`src/rtl/dmem_arb_pkg.sv`:
```
// Shared types for the data-memory arbiter: FSM states, grant owner, and
// the burst-length width helper.
package dmem_arb_pkg;

    typedef enum logic [1:0] {IDLE, CPU, DMA} state_e;
    typedef enum logic {GNT_CPU, GNT_DMA} gnt_e;

    function automatic int len_w(input int max_burst);
        return $clog2(max_burst) + 1;
    endfunction

endpackage

```
`src/rtl/dma_burst_ctr.sv`:
```
// DMA burst bookkeeping: latches base/length/direction at grant, then walks
// the address (wrapping at 2^ADDR_W) and counts beats down to the last one.
module dma_burst_ctr
    import dmem_arb_pkg::*;
#(
    parameter int ADDR_W    = 5,
    parameter int MAX_BURST = 8,
    parameter int LEN_W     = len_w(MAX_BURST)
) (
    input  logic              clk,
    input  logic              reset,
    input  logic              i_load,
    input  logic              i_step,
    input  logic [ADDR_W-1:0] i_base,
    input  logic [LEN_W-1:0]  i_len,
    input  logic              i_we,
    output logic [ADDR_W-1:0] o_addr,
    output logic              o_we,
    output logic              o_last
);

    logic [LEN_W-1:0]  r_cnt;
    logic [ADDR_W-1:0] r_addr;
    logic              r_we;
    logic [LEN_W-1:0]  w_len;

    // A zero-length request still performs one beat; oversize ones are capped.
    always_comb begin
        w_len = i_len;
        if (i_len == '0)
            w_len = LEN_W'(1);
        else if (i_len > LEN_W'(MAX_BURST))
            w_len = LEN_W'(MAX_BURST);
    end

    always_ff @(posedge clk or negedge reset) begin
        if (!reset) begin
            r_cnt  <= '0;
            r_addr <= '0;
            r_we   <= 1'b0;
        end else if (i_load) begin
            r_cnt  <= w_len;
            r_addr <= i_base;
            r_we   <= i_we;
        end else if (i_step) begin
            r_cnt  <= r_cnt - LEN_W'(1);
            r_addr <= r_addr + ADDR_W'(1);
        end
    end

    assign o_addr = r_addr;
    assign o_we   = r_we;
    assign o_last = (r_cnt == LEN_W'(1));

endmodule

```
`src/rtl/dmem_arbiter.sv`:
```
// Arbitrates the single-ported data memory between CPU load/store accesses
// and DMA bursts, round-robin on ties, one requester at a time.
module dmem_arbiter
    import dmem_arb_pkg::*;
#(
    parameter int ADDR_W    = 5,
    parameter int DATA_W    = 32,
    parameter int MAX_BURST = 8,
    parameter int LEN_W     = len_w(MAX_BURST)
) (
    input  logic              clk,
    input  logic              reset,
    input  logic              cpu_req,
    input  logic              cpu_we,
    input  logic [ADDR_W-1:0] cpu_addr,
    input  logic [DATA_W-1:0] cpu_wdata,
    output logic              cpu_ready,
    output logic [DATA_W-1:0] cpu_rdata,
    input  logic              dma_req,
    input  logic              dma_we,
    input  logic [ADDR_W-1:0] dma_addr,
    input  logic [LEN_W-1:0]  dma_len,
    input  logic [DATA_W-1:0] dma_wdata,
    output logic              dma_ready,
    output logic [DATA_W-1:0] dma_rdata,
    output logic              dma_done,
    output logic              mem_wren,
    output logic [ADDR_W-1:0] mem_adr,
    output logic [DATA_W-1:0] mem_din,
    input  logic [DATA_W-1:0] mem_dout
);

    state_e            r_state;
    gnt_e              r_last;
    logic              w_cpu_win;
    logic              w_dma_load;
    logic [ADDR_W-1:0] w_dma_adr;
    logic              w_dma_we;
    logic              w_dma_last;

    // On a tie the CPU wins only if the DMA port was served last.
    assign w_cpu_win  = cpu_req && (!dma_req || r_last == GNT_DMA);
    assign w_dma_load = (r_state == IDLE) && dma_req && !w_cpu_win;

    dma_burst_ctr #(
        .ADDR_W   (ADDR_W),
        .MAX_BURST(MAX_BURST),
        .LEN_W    (LEN_W)
    ) u_burst (
        .clk   (clk),
        .reset (reset),
        .i_load(w_dma_load),
        .i_step(r_state == DMA),
        .i_base(dma_addr),
        .i_len (dma_len),
        .i_we  (dma_we),
        .o_addr(w_dma_adr),
        .o_we  (w_dma_we),
        .o_last(w_dma_last)
    );

    always_ff @(posedge clk or negedge reset) begin
        if (!reset) begin
            r_state <= IDLE;
            r_last  <= GNT_DMA;
        end else begin
            case (r_state)
                IDLE: begin
                    if (w_cpu_win)
                        r_state <= CPU;
                    else if (dma_req)
                        r_state <= DMA;
                end
                CPU: begin
                    r_state <= IDLE;
                    r_last  <= GNT_CPU;
                end
                DMA: begin
                    if (w_dma_last) begin
                        r_state <= IDLE;
                        r_last  <= GNT_DMA;
                    end
                end
                default: r_state <= IDLE;
            endcase
        end
    end

    // Write enable is also gated by reset so an in-flight write is killed
    // in the very cycle reset asserts.
    always_comb begin
        mem_wren  = 1'b0;
        mem_adr   = '0;
        mem_din   = '0;
        cpu_ready = 1'b0;
        cpu_rdata = '0;
        dma_ready = 1'b0;
        dma_rdata = '0;
        dma_done  = 1'b0;
        case (r_state)
            CPU: begin
                mem_wren  = cpu_we && reset;
                mem_adr   = cpu_addr;
                mem_din   = cpu_wdata;
                cpu_ready = 1'b1;
                cpu_rdata = mem_dout;
            end
            DMA: begin
                mem_wren  = w_dma_we && reset;
                mem_adr   = w_dma_adr;
                mem_din   = dma_wdata;
                dma_ready = 1'b1;
                dma_rdata = mem_dout;
                dma_done  = w_dma_last;
            end
            default: ;
        endcase
    end

endmodule

```
`config.mk`:
```
export PLATFORM = sky130hd
export DESIGN_NAME = dmem_arbiter
export DESIGN_NICKNAME = d
export VERILOG_FILES = /design/src/rtl/dmem_arb_pkg.sv /design/src/rtl/dma_burst_ctr.sv /design/src/rtl/dmem_arbiter.sv
export SDC_FILE = /design/constraint.sdc
export NUM_CORES = 1
export LEC_CHECK = 0
export CAP_MARGIN = 20
export CORE_ASPECT_RATIO = 1.1
export CORE_MARGIN = 1
export CORE_UTILIZATION = 23
export CTS_BUF_LIST = sky130_fd_sc_hd__clkbuf_16
export DETAILED_ROUTE_END_ITERATION = 6
export PLACE_DENSITY = 0.7
export RECOVER_POWER = 50
export SLEW_MARGIN = 15
export SYNTH_ARGS = -nofsm -noshare
export SYNTH_HDL_FRONTEND = slang
export SYNTH_SLANG_ARGS = --single-unit
export TNS_END_PERCENT = 1
```
`constraint.sdc`:
```
create_clock -name clk -period 4 [get_ports clk]
set_clock_uncertainty 0.15 [all_clocks]
set_input_delay 0.4 -clock clk [delete_from_list [all_inputs] [get_ports clk]]
set_output_delay 0.4 -clock clk [all_outputs]
set_load 0.02 [all_outputs]
```
==> flow_summary.toml <==
[global_routing]
grt_overflow = 0
grt_use_total_pct = 18.7
grt_max_degree = 39
antenna_found_initial = 1
grt_pass1_vias = 2424
grt_first_pass_wirelength_microns = 12500

[logic_synthesis]
ys_seq_elements = 13
synth_top_family_by_area = "simple AND/OR/NAND/NOR gates"
synth_compound_area_share_pct = 18.0
ys_types = 36
synth-simple-area-share_pct = 41.2
synth_area_per_cell_sq_um = 8.10
yosysTopAreaCell = "and2_1"
syn_nets = 353
synthAdderAreaFrac_pct = 4.01
yosys_most_used_dff = "dfrtp_1"
synth_cells = 231
synth.area.top_cells = "and2_1 22%, dfrtp_1 16%, a22oi_1 15%"
yosysSeqAreaShare_pct = 17.4
synthArstFlopShare_pct = 100
syn_area_sq_um = 1870
synth-edff-count = 0
yosysWarnings = 0
synth_top_area_share_pct = 21.7
synthXorXnorAreaFrac_pct = 3.28
synthMuxAreaShare_pct = 8.36

[sta]
max_slew_margin_pct = 38.2
final-setup-viol-count = 0
finalSetupTns_ns = 0
timing.fmax_mhz = 298
grt_setup_unrepaired = "no"
min_period_over_period_pct = 84.0
finalHoldViolations = 0
final_max_slew_viol_count = 0
final.min_clock_period_ns = 3.36
setup_ws_ns = 0.641
tightest_slew_ns = 0.926

[setup_path]
path_buf_inv = 3
crit_arrival_ns = 2.81
cpMaxStageDelayCell = "dlygate4sd3_1"
crit_required_ns = 3.45
path_max_fanout = 37
cp_cell_sequence = "inv_1, ha_2, clkbuf_1, and2_1, dlygate4sd3_1"
worstSetupPathType = "flop to output pin"
startpoint_type = "flop"
cp-end-kind = "output pin"
critPathMaxStageDelay_ns = 0.68
cp_top_family = "buffers and inverters"

[clock_tree]
cts-root-buf = "clkbuf_16"
holdBufCountCts = 0
post_cts_buffers = 0
cts_tree = "built"
cts_resized = 0
clock_latency_ns = 0.24
cts_buffers = 3
clock-sinks = 13
cts_buffer_depth = 2
cts_max_level = 1
clk_pin_slew_ns = 0.05

[die]
die_w_microns = 88.0
start_util_pct = 23.7
ios = 221
rows = 34
fp.dieArea_sq_um = 8500
core_region_area_sq_um = 7910
fp.dieH_microns = 96.6

[final_layout]
seqCellArea_sq_um = 327
final_cell_mix = "181 x clkdlybuf4s50_1, 65 x and2_1, 39 x dlygate4sd3_1, 38 x nor2b_1, 37 x a22oi_1"
design_area_sq_um = 4180
diodes = 0
final_net_count = 561
fin_util_pct = 52.8
drive_gt1_share_pct = 4.57
layout_commonest_cell = "clkdlybuf4s50_1"
area_growth_pct = 123
nFillCells = 761
multi_input_area_sq_um = 1380

[pwr]
irDropWorstVdd_uv = 290
p_leak_uw = 0.00166
p_per_area_nw_per_um2 = 551

[detailed_routing]
antenna_left = 0
drtIter0Drc = 54
wl_per_cell_microns = 15.0
drt_pass1_iterations = 4
wl_microns = 8210
vias = 2413
vias_per_cell = 4.42
drc_errors = 0

[place]
place_area_sq_um = 4130
post-dp-hpwl_microns = 6630
gp_congestion = 0.780
portBuffers = 220
dp_worst_setup_slack_ns = 1.05

[flow_run]
max_cap_viol_count = 0

[worst_hold_path]
hold_path_class = "flop to flop"

[run_status]
outcome = "complete, no violations"
-- worst min-delay path: cells and delay by family (launching register included) --
| kind | cells | cell delay, ns |
|---|---|---|
| compound gates | 1 | 0.06 |
| buf+inv | 1 | 0.05 |
| flops | 1 | 0.38 |
-- metal layers --
layer  part of all wire (%)  wire length (microns)  vias to the layer above  global-route usage (%)
li1                       -                      -                     1199                       -
met2                     51                   4150                      121                    34.8
met1                     36                   2960                     1070                    19.3
met5                   0.13                     11                        -                       0
met3                     10                    839                       21                    5.29
met4                    3.0                    249                        2                    7.07
-- Yosys cell counts, types with 2 or more instances --
cell	instances
nor2_1	3
mux2_4	4
buf_6	3
o21ai_0	2
xnor2_1	4
mux2i_1	4
nand2_1	3
buf_2	7
nor2b_1	38
a22oi_1	37
and2_1	65
dfrtp_1	12
clkbuf_1	11
mux2_2	4
ha_1	6
xor2_1	3
inv_1	6
-- path summary, 6_finish.rpt --
kind	slack [ns]	cells after the start	startpoint	to
max in group asynchronous	2.59	2	reset	u_burst.o_addr[4]
min in group asynchronous	0.61	2	reset	u_burst.r_cnt[1]
setup / recovery	0.64	5	r_state[1]	cpu_rdata[12]
setup reg to reg	1.82	6	r_state[0]	u_burst.o_addr[4]
hold reg to reg	0.34	2	r_last	r_last
hold / removal	0.34	2	r_last	r_last
-- stage by stage --
step                std cells  total power (uW)  hold WS, ns
finish                    546              2300        0.344
global route              546              2470        0.352
CTS                       546              2390        0.326
detailed placement        542              2190        0.336
global placement          542              2160        0.328
floorplan                 231              1420      -0.0456
-- where the power goes --
group,internal [uW],switching [uW],total [uW]
registers,203,77.9,281
logic,918,915,1830
clock network,132,57.5,190
total,1250,1050,2300
-- area by class of cell --
class	instances	area share, %
inverter	7	0.628
clock buffer	3	1.80
sequential	13	7.81
timing repair buffer	225	53.4
clock inverter	1	0.0898
multi-input combinational	189	33.1
tap	108	3.23
-- state kept, by name, summed over array words and instances (netlist names) --
signal          flops
u_burst.r_cnt       4
u_burst.o_addr      5
r_last              1
u_burst.o_we        1
r_state             2
-- logic make-up after synthesis --
logic type | count (synthesis)
DFF | 13
buffers and inverters | 29
AOI/OAI and AO/OA | 45
xor gates and xnor gates | 7
muxes | 13
and+or+nand+nor | 118
adders and majority gates | 6
Power figures use the tool's default switching activity.
